`src/rtl/bus_pkg.sv`:
```
// rtl/bus_pkg.sv - shared serial bus frame constants and receiver state type
package bus_pkg;

  localparam int ADDR_W  = 4;
  localparam int DATA_W  = 64;
  localparam int CRC_W   = 4;
  localparam int EOF_LEN = 2;
  localparam int CNT_W   = 7;

  localparam logic              FRAME_SOF  = 1'b0;
  localparam logic [CRC_W-1:0]  CRC_POLY   = 4'b0011;
  localparam logic [ADDR_W-1:0] BCAST_ADDR = 4'hF;

  typedef enum logic [2:0] {
    ST_IDLE,
    ST_ADDR,
    ST_DATA,
    ST_CRC,
    ST_EOF,
    ST_RESYNC
  } rx_state_t;

endpackage

```
`src/rtl/crc4_serial.sv`:
```
// rtl/crc4_serial.sv - bit-serial CRC-4 (x^4+x+1), MSB-first, init 0
module crc4_serial
  import bus_pkg::*;
(
  input  logic             clock,
  input  logic             reset,
  input  logic             clear,
  input  logic             en,
  input  logic             data_bit,
  output logic [CRC_W-1:0] crc
);

  logic fb;

  assign fb = crc[CRC_W-1] ^ data_bit;

  always_ff @(posedge clock) begin
    if (reset || clear) begin
      crc <= '0;
    end else if (en) begin
      crc <= {crc[CRC_W-2:0], 1'b0} ^ (fb ? CRC_POLY : '0);
    end
  end

endmodule

```
`src/rtl/bus_frame_receiver.sv`:
```
// rtl/bus_frame_receiver.sv - serial frame deserialiser with CRC-4 check,
// address filter and a valid/ready holding register
module bus_frame_receiver #(
  parameter int                ADDR_W     = bus_pkg::ADDR_W,
  parameter int                DATA_W     = bus_pkg::DATA_W,
  parameter int                CRC_W      = bus_pkg::CRC_W,
  parameter logic [ADDR_W-1:0] NODE_ADDR  = ADDR_W'(1),
  parameter logic [ADDR_W-1:0] BCAST_ADDR = bus_pkg::BCAST_ADDR
) (
  input  logic              clock,
  input  logic              reset,
  input  logic              bus_in,
  output logic              rx_valid,
  input  logic              rx_ready,
  output logic [ADDR_W-1:0] rx_addr,
  output logic [DATA_W-1:0] rx_data,
  output logic              busy,
  output logic              crc_err,
  output logic              frame_err,
  output logic              overrun
);

  import bus_pkg::rx_state_t, bus_pkg::ST_IDLE, bus_pkg::ST_ADDR, bus_pkg::ST_DATA;
  import bus_pkg::ST_CRC, bus_pkg::ST_EOF, bus_pkg::ST_RESYNC, bus_pkg::FRAME_SOF;

  localparam int CNT_W = bus_pkg::CNT_W;
  localparam int SR_W  = ADDR_W + DATA_W;

  localparam logic [CNT_W-1:0] ADDR_LAST = CNT_W'(ADDR_W - 1);
  localparam logic [CNT_W-1:0] DATA_LAST = CNT_W'(DATA_W - 1);
  localparam logic [CNT_W-1:0] CRC_LAST  = CNT_W'(CRC_W - 1);
  localparam logic [CNT_W-1:0] EOF_LAST  = CNT_W'(bus_pkg::EOF_LEN - 1);

  rx_state_t        state_q, state_d;
  logic [CNT_W-1:0] cnt_q;
  logic [SR_W-1:0]  shift_q;
  logic [CRC_W-1:0] rx_crc_q;
  logic [CRC_W-1:0] crc_calc;

  logic crc_clear, crc_en, crc_shift;
  logic frame_done, eof_bad, crc_ok, addr_hit, accept, load;

  crc4_serial u_crc (
    .clock    (clock),
    .reset    (reset),
    .clear    (crc_clear),
    .en       (crc_en),
    .data_bit (bus_in),
    .crc      (crc_calc)
  );

  always_ff @(posedge clock) begin
    if (reset) begin
      state_q <= ST_IDLE;
    end else begin
      state_q <= state_d;
    end
  end

  always_comb begin
    state_d = state_q;
    case (state_q)
      ST_IDLE:   if (bus_in == FRAME_SOF) state_d = ST_ADDR;
      ST_ADDR:   if (cnt_q == ADDR_LAST) state_d = ST_DATA;
      ST_DATA:   if (cnt_q == DATA_LAST) state_d = ST_CRC;
      ST_CRC:    if (cnt_q == CRC_LAST) state_d = ST_EOF;
      ST_EOF: begin
        if (!bus_in) state_d = ST_RESYNC;
        else if (cnt_q == EOF_LAST) state_d = ST_IDLE;
      end
      ST_RESYNC: if (bus_in) state_d = ST_IDLE;
      default:   state_d = ST_IDLE;
    endcase
  end

  always_comb begin
    busy       = (state_q != ST_IDLE);
    crc_clear  = (state_q == ST_IDLE);
    crc_en     = (state_q == ST_ADDR) || (state_q == ST_DATA);
    crc_shift  = (state_q == ST_CRC);
    eof_bad    = (state_q == ST_EOF) && !bus_in;
    frame_done = (state_q == ST_EOF) && bus_in && (cnt_q == EOF_LAST);
  end

  // Completion decision is taken while the second EOF bit is on the line.
  assign crc_ok   = (crc_calc == rx_crc_q);
  assign addr_hit = (shift_q[SR_W-1 -: ADDR_W] == NODE_ADDR) ||
                    (shift_q[SR_W-1 -: ADDR_W] == BCAST_ADDR);
  assign accept   = frame_done && crc_ok && addr_hit;
  assign load     = accept && (!rx_valid || rx_ready);

  always_ff @(posedge clock) begin
    if (reset) begin
      cnt_q     <= '0;
      shift_q   <= '0;
      rx_crc_q  <= '0;
      rx_valid  <= 1'b0;
      rx_addr   <= '0;
      rx_data   <= '0;
      crc_err   <= 1'b0;
      frame_err <= 1'b0;
      overrun   <= 1'b0;
    end else begin
      // Counter restarts on every field boundary and idles at zero.
      if (state_q == ST_IDLE || state_q == ST_RESYNC || state_d != state_q) begin
        cnt_q <= '0;
      end else begin
        cnt_q <= cnt_q + 1'b1;
      end
      if (crc_en) shift_q <= {shift_q[SR_W-2:0], bus_in};
      if (crc_shift) rx_crc_q <= {rx_crc_q[CRC_W-2:0], bus_in};

      crc_err   <= frame_done && !crc_ok;
      frame_err <= eof_bad;
      overrun   <= accept && rx_valid && !rx_ready;

      if (load) begin
        rx_valid <= 1'b1;
        rx_addr  <= shift_q[SR_W-1 -: ADDR_W];
        rx_data  <= shift_q[DATA_W-1:0];
      end else if (rx_ready) begin
        rx_valid <= 1'b0;
      end
    end
  end

endmodule

```
`config.mk`:
```
export PLATFORM = sky130hd
export DESIGN_NAME = bus_frame_receiver
export DESIGN_NICKNAME = d
export VERILOG_FILES = /design/src/rtl/bus_pkg.sv /design/src/rtl/crc4_serial.sv /design/src/rtl/bus_frame_receiver.sv
export SDC_FILE = /design/constraint.sdc
export NUM_CORES = 1
export LEC_CHECK = 0
export ABC_AREA = 1
export ABC_CLOCK_PERIOD_IN_PS = 1900
export BUFFER_PORTS_ARGS = -buffer_cell sky130_fd_sc_hd__buf_2
export CAP_MARGIN = 5
export CORE_ASPECT_RATIO = 0.75
export CORE_MARGIN = 5
export CORE_UTILIZATION = 44
export DETAILED_ROUTE_END_ITERATION = 6
export GPL_TIMING_DRIVEN = 0
export PLACE_DENSITY = 0.71
export SETUP_SLACK_MARGIN = 0.1
export SLEW_MARGIN = 5
export SYNTH_ARGS = -nofsm -noshare
export SYNTH_HDL_FRONTEND = slang
export SYNTH_HIERARCHICAL = 1
export SYNTH_SLANG_ARGS = --single-unit
export TNS_END_PERCENT = 1
```
`constraint.sdc`:
```
create_clock -name clock -period 1.9 [get_ports clock]
set_input_delay 0.38 -clock clock [delete_from_list [all_inputs] [get_ports clock]]
set_output_delay 0.38 -clock clock [all_outputs]
set_load 0.01 [all_outputs]
```
* Yosys cells after proc, flatten, opt, wreduce, memory -nomap -nowiden *
Index checks and enable logic that the tools add are counted.

operators by class
  add/subtract/negate cells = 1
  equality and inequality tests = 12
  mux-type cells = 11
  bitwise operators = 2
  reduce and logical (&&, ||, !) cells = 23

operators by type and width
  cell                                            count
  two-way mux 3 bit                               7
  case mux 3 bit (6 select lines)                 1
  logical AND 1 bit                               9
  adder 7 x 1 -> 7 bit (second input constant)    1
  == test 7 x 1 -> 1 bit (second input constant)  1
  == test 7 x 2 -> 1 bit (second input constant)  1
  == test 7 x 6 -> 1 bit (second input constant)  1
  == test 3 x 2 -> 1 bit (second input constant)  2
  == test 3 bit (second input constant)           2
  logical OR 1 bit                                6
  == test 4 x 1 -> 1 bit (second input constant)  1
  == test 4 bit                                   1
  == test 4 bit (second input constant)           1
  logical NOT 1 bit                               4
  bitwise XOR 4 bit                               1
  == test 3 x 1 -> 1 bit (second input constant)  1
  logical NOT 3 bit                               1
  inequality test 3 bit                           1
  nonzero test 3 bit                              1
  two-way mux 1 bit                               2
  two-way mux 2 bit                               1
  nonzero test 2 bit                              1
  OR reduction 2 bit                              1
  bitwise XOR 1 bit                               1

word-level totals
  register bits after elaboration = 158
  bits of input ports = 4
  output and inout bits = 73
  logic and storage cells = 60

* Depth between registers and ports, before layout *
  depth after elaboration = 7
  depth in mapped cells = 12
  depth with buffers taken out = 11

* Cells and area by module *
Netlist, hierarchy kept.

modules (own cells, without submodules)
  module              times used  cells an instance  area an instance (µm²)
  bus_frame_receiver  1           849                5,921.9
  crc4_serial         1           29                 187.7

* Worst setup path after synthesis *
Ideal clock, no wire load.

  path type = flip-flop to flip-flop
  from = register state_q[0]
  to = register u_crc.crc[1]
  arrival time = 1.530 ns
  data required time = 1.787 ns
  slack = 0.257 ns
  stages on the path, launching flop included = 11
  buffers on the path = 1
  clock period less this slack = 1.643 ns
  cell sequence = dfxtp_1 inv_2 nor3_1 inv_1 nand2_2 clkbuf_1 inv_1 nand2_1 nand2_1 nor2_1 nor2_1

between the ends
  longest elaborated chain between the ends = 2

ends and longest elaborated chain
  element                                                           RTL line                  source
  start, declared                                                   bus_frame_receiver.sv:34  rx_state_t state_q, state_d;
  start signal, assigned                                            bus_frame_receiver.sv:56  state_q <= state_d;
  == test 3 x 1 -> 1 bit or == test 3 x 2 -> 1 bit (tied branches)  bus_frame_receiver.sv:79  crc_en = (state_q == ST_ADDR) || (state_q == ST_DATA);
  logical OR 1 bit (*)                                              bus_frame_receiver.sv:79
  via crc_en                                                        bus_frame_receiver.sv:40  logic crc_clear, crc_en, crc_shift;
  end signal, assigned                                              crc4_serial.sv:21         crc <= {crc[CRC_W-2:0], 1'b0} ^ (fb ? CRC_POLY : '0);
  end, declared                                                     crc4_serial.sv:10         output logic [CRC_W-1:0] crc

Mark *: on every way through the listed nets, which the timed path passes. The rest lies on a longest branch.
A chain may end at the register's enable or synchronous reset.

* Worst setup path in the final report *
  from = register cnt_q[0]
  to = register rx_data[58]

between the ends
  longest elaborated chain between the ends = 5

ends and longest elaborated chain
  element                         RTL line                   source
  start, declared                 bus_frame_receiver.sv:35   logic [CNT_W-1:0] cnt_q;
  start signal, assigned          bus_frame_receiver.sv:108  cnt_q <= cnt_q + 1'b1;
  == test 7 x 1 -> 1 bit          bus_frame_receiver.sv:82   frame_done = (state_q == ST_EOF) && bus_in && (cnt_q == EOF_LAST);
  logical AND 1 bit               bus_frame_receiver.sv:82
  logical AND 1 bit (2 in a row)  bus_frame_receiver.sv:89   assign accept = frame_done && crc_ok && addr_hit;
  logical AND 1 bit               bus_frame_receiver.sv:90   assign load = accept && (!rx_valid || rx_ready);
  end signal, assigned            bus_frame_receiver.sv:120  rx_data <= shift_q[DATA_W-1:0];
  end, declared                   bus_frame_receiver.sv:16   output logic [DATA_W-1:0] rx_data,

No other way between the ends.

==> impl_results.html <==
<table>
<tr><th>Metric</th><th>Value</th></tr>
<tr><th colspan="2">Die</th></tr>
<tr><td>Row count</td><td>37</td></tr>
<tr><td>I/O pin cnt</td><td>77</td></tr>
<tr><td>Horizontal die dimension</td><td>146 um</td></tr>
<tr><td>Full die area</td><td>0.0164 mm2</td></tr>
<tr><td>Effective utilization at floorplan</td><td>44.7%</td></tr>
<tr><td>Die height</td><td>112 um</td></tr>
<tr><td>Core area</td><td>0.0137 mm2</td></tr>
<tr><th colspan="2">Synthesis</th></tr>
<tr><td>Post-synth top area share</td><td>51.8%</td></tr>
<tr><td>Syn avg cell area</td><td>6.96 um2</td></tr>
<tr><td>Warnings from Yosys</td><td>6</td></tr>
<tr><td>Number of register bits inferred by synthesis</td><td>158</td></tr>
<tr><td>Top cells by area, synth</td><td>dfxtp_1 52%, nor2_1 18%, nand2_1 10%</td></tr>
<tr><td>Number of distinct standard cells referenced by the synthesized netlist</td><td>27</td></tr>
<tr><td>Post-Synthesis Cell Area</td><td>0.00611 mm2</td></tr>
<tr><td>Sequential cell area fraction in the yosys report</td><td>51.8%</td></tr>
<tr><td>Syn nets</td><td>884</td></tr>
<tr><td>Post-synthesis cell type with the largest combined area</td><td>dfxtp_1</td></tr>
<tr><td>Synthesized instance count</td><td>878</td></tr>
<tr><th colspan="2">Timing</th></tr>
<tr><td>Max Clock Skew</td><td>0.0131 ns</td></tr>
<tr><td>Final clock period utilization by the worst path</td><td>96.1%</td></tr>
<tr><td>Transition time at the pin with the least slew margin</td><td>0.516 ns</td></tr>
<tr><td>Smallest hold slack</td><td>0.233 ns</td></tr>
<tr><td>Setup violations, final</td><td>0</td></tr>
<tr><td>Hold Violations, Final</td><td>0</td></tr>
<tr><td>Maximum frequency from static timing analysis</td><td>547 MHz</td></tr>
<tr><td>Worst slew margin</td><td>65.6%</td></tr>
<tr><td>Unrepaired setup endpoints after global routing</td><td>yes</td></tr>
<tr><td>Final Slew Violations</td><td>0</td></tr>
<tr><td>Final critical-path required period</td><td>1.83 ns</td></tr>
<tr><td>Setup slack after layout</td><td>0.0735 ns</td></tr>
<tr><th colspan="2">Power</th></tr>
<tr><td>Cell leakage power</td><td>4.01 nW</td></tr>
<tr><td>Internal power summed over all cells</td><td>0.00606 W</td></tr>
<tr><td>Switching power as a share of total power</td><td>22.9%</td></tr>
<tr><td>Psw</td><td>0.00180 W</td></tr>
<tr><td>Worst IR drop on VDD</td><td>0.743 mV</td></tr>
<tr><td>Power density cells</td><td>1010 mW/mm2</td></tr>
<tr><td>Clock network fraction of total power</td><td>48.1%</td></tr>
<tr><td>Reg power frac</td><td>46.0%</td></tr>
<tr><td>Combinational share of power</td><td>5.9%</td></tr>
<tr><th colspan="2">CTS</th></tr>
<tr><td>Clk slew on worst S/H paths</td><td>0.06 ns</td></tr>
<tr><td>CTS root buf</td><td>clkbuf_16</td></tr>
<tr><td>H-Tree Depth</td><td>4</td></tr>
<tr><td>Count of clock tree sinks</td><td>158</td></tr>
<tr><td>Post-cts hold buffer count</td><td>0</td></tr>
<tr><td>Clk Latency, worst-skew pair</td><td>0.42 ns</td></tr>
<tr><td>TritonCTS clock tree</td><td>built</td></tr>
<tr><td>Num CTS Buffers</td><td>17</td></tr>
<tr><td>Largest buffer count on any clock path</td><td>2</td></tr>
<tr><th colspan="2">GRT</th></tr>
<tr><td>Gr ovfl total</td><td>0</td></tr>
<tr><td>Global Route Usage Sum</td><td>17.3%</td></tr>
<tr><td>Maximum number of pins on one net before global-route repair</td><td>17</td></tr>
<tr><td>Number of global-route vias before repair</td><td>4921</td></tr>
<tr><td>Initial antenna violation count</td><td>0</td></tr>
<tr><td>First-pass GRT wire length</td><td>23600 um</td></tr>
<tr><th colspan="2">Placed design</th></tr>
<tr><td>Number of placed instances with taps included</td><td>1129</td></tr>
<tr><td>Global placer's final weighted congestion</td><td>0.831</td></tr>
<tr><td>Number of port buffers</td><td>76</td></tr>
<tr><td>Dpl hpwl</td><td>9090 um</td></tr>
<tr><td>Worst setup slack before clock tree synthesis</td><td>-0.306 ns</td></tr>
<tr><th colspan="2">Finish</th></tr>
<tr><td>Seq. cell area</td><td>0.00318 mm2</td></tr>
<tr><td>Area Overhead vs Synth</td><td>26.8%</td></tr>
<tr><td>Commonest cells after routing, fill and taps aside</td><td>263 x nor2_1, 160 x nand2_1, 151 x dfxtp_1</td></tr>
<tr><td>Footprint of the multi-input gates</td><td>0.00254 mm2</td></tr>
<tr><td>Share of final-layout standard cells stronger than drive strength 1</td><td>19.0%</td></tr>
<tr><td>Core occupancy in the finished layout</td><td>56.7%</td></tr>
<tr><td>Leading cell type in the layout, fill and taps excluded</td><td>nor2_1</td></tr>
<tr><td>Total number of nets in the final design</td><td>986</td></tr>
<tr><td>Number of antenna diodes</td><td>0</td></tr>
<tr><td>Layout fillers</td><td>1280</td></tr>
<tr><td>Fin cells</td><td>1168</td></tr>
<tr><th colspan="2">Detailed routing</th></tr>
<tr><td>Detailed Route WL</td><td>14200 um</td></tr>
<tr><td>First-pass iteration count of the detailed router</td><td>5</td></tr>
<tr><td>Antenna-violating nets left</td><td>0</td></tr>
<tr><td>Routed wirelength normalized by instance count</td><td>12.1 um</td></tr>
<tr><td>Avg Vias per Cell</td><td>4.61</td></tr>
<tr><td>Number of vias in the routed layout</td><td>5386</td></tr>
<tr><td>Remaining DRCs</td><td>0</td></tr>
<tr><td>Number of violations reported at the end of detailed-routing iteration 0</td><td>419</td></tr>
<tr><th colspan="2">Critical path</th></tr>
<tr><td>Largest delay share family, worst path</td><td>simple AND/OR/NAND/NOR gates</td></tr>
<tr><td>Critical path launch point type</td><td>flip-flop</td></tr>
<tr><td>Most frequent cell on the critical path</td><td>nor2_1</td></tr>
<tr><td>Max Fanout on Critical Path</td><td>10</td></tr>
<tr><td>Worst path bufs/invs</td><td>3</td></tr>
<tr><td>Kind of critical path</td><td>flip-flop to flip-flop</td></tr>
<tr><td>Data arrival time of the critical path</td><td>2.13 ns</td></tr>
<tr><td>Worst endpoint required time</td><td>2.21 ns</td></tr>
<tr><td>CP endpoint kind</td><td>flip-flop</td></tr>
<tr><td>Crit path cell chain</td><td>ha_4 &gt; inv_2 &gt; nor2_2 &gt; nand2_2 &gt; nor3_4 &gt; nand3_4 &gt; buf_8 &gt; buf_4 &gt; nor2_1 &gt; nor2_1</td></tr>
<tr><td>Slowest library cell on the worst path</td><td>dfxtp_2</td></tr>
<tr><td>Slowest cell delay on critical path</td><td>0.38 ns</td></tr>
<tr><th colspan="2">Flow run</th></tr>
<tr><td>Maxcap violations</td><td>0</td></tr>
<tr><th colspan="2">Worst hold path</th></tr>
<tr><td>Class of the tightest hold or removal check</td><td>primary input to flip-flop</td></tr>
<tr><th colspan="2">Run status</th></tr>
<tr><td>Run status</td><td>finished clean</td></tr>
</table>
==> sequential cells by signal, indices dropped and copies added (netlist names), 3 cells and up <==
register,flops
rx_data,64
state_q,3
rx_crc_q,4
rx_addr,4
shift_q,68
cnt_q,7
u_crc/crc,4
==> layout make-up <==
cell class | count | share of cell area [%]
Buffer | 43 | 3.52
Multi-Input combinational cell | 578 | 32.7
Inverter | 99 | 4.79
Tap cell | 175 | 2.83
Timing Repair Buffer | 83 | 6.64
Sequential cell | 158 | 41.0
Clock inverter | 10 | 2.37
Clock buffer | 22 | 6.12
==> final timing paths <==
| path | from | endpoint | slack [ns] | cells after the start |
|---|---|---|---|---|
| worst max register to register | cnt_q[0]$_SDFF_PP0_ | rx_data[58]$_SDFFE_PP0P_ | 0.07 | 10 |
| worst min register to register | rx_addr[0]$_SDFFE_PP0P_ | rx_addr[0]$_SDFFE_PP0P_ | 0.45 | 2 |
| worst min-delay path | reset | state_q[0]$_SDFF_PP0_ | 0.23 | 2 |
| worst max-delay path | cnt_q[0]$_SDFF_PP0_ | rx_data[58]$_SDFFE_PP0P_ | 0.07 | 10 |
==> cell usage after synthesis <==
cell	number
a21oi_1	10
a21oi_2	1
and2_1	1
buf_1	4
buf_2	7
buf_4	1
buf_6	1
clkbuf_1	30
dfxtp_1	158
ha_1	2
inv_1	96
inv_2	3
nand2_1	165
nand2_2	1
nand3_1	12
nand3_2	1
nand4_1	4
nor2_1	291
nor2_2	1
nor3_1	3
nor3_2	2
nor4_1	1
o211ai_1	1
o21ai_0	75
o21bai_1	1
xnor2_1	1
xor2_1	5
==> per-layer routing <==
layer / vias up / global-route usage, % / wire (um)
met4: 0 / 3.95 / 102
met2: 122 / 25.1 / 5930
met3: 8 / 5.37 / 913
met1: 2396 / 25.2 / 7210
li1: 2860 / - / -
met5: - / 0 / 0
==> timing repair <==
item,in CTS,in global routing
setup endpoints to repair,104,124
cloned,0,4
resized for setup,14,101
buffers inserted,2,1
pin swaps,2,11
==> metrics by stage <==
| stage | setup TNS (ns) | area (um2) | power [W] |
|---|---|---|---|
| finish | 0 | 7750 | 0.00786 |
| detailed placement | -14.22 | 6710 | 0.00411 |
| floorplan | 0 | 6110 | 0.00398 |
| global placement | -13.98 | 6710 | 0.00410 |
| CTS | 0 | 7420 | 0.00787 |
| global route | -0.00381 | 7750 | 0.00815 |
==> cells by family after synthesis <==
| kind of cell | count (synthesis) | share of synthesized area (%) |
|---|---|---|
| AO/OA/AOI/OAI | 88 | 7.35 |
| buffers and inverters | 142 | 9.05 |
| adder cells (fa/ha/maj) | 2 | 0.410 |
| flip-flops | 158 | 51.8 |
| AND/OR/NAND/NOR | 482 | 30.6 |
| XOR/XNOR | 6 | 0.860 |
==> power groups by stage <==
stage	clock (W)	sequential, W	combinational (W)
6_report	0.00378	0.00362	0.000465
5_1_grt	0.00396	0.00364	0.000542
4_1_cts	0.00381	0.00360	0.000449
3_5_place_dp	0	0.00367	0.000438
3_3_place_gp	0	0.00367	0.000431
2_1_floorplan	0	0.00364	0.000339
Power figures use the tool's default switching activity.
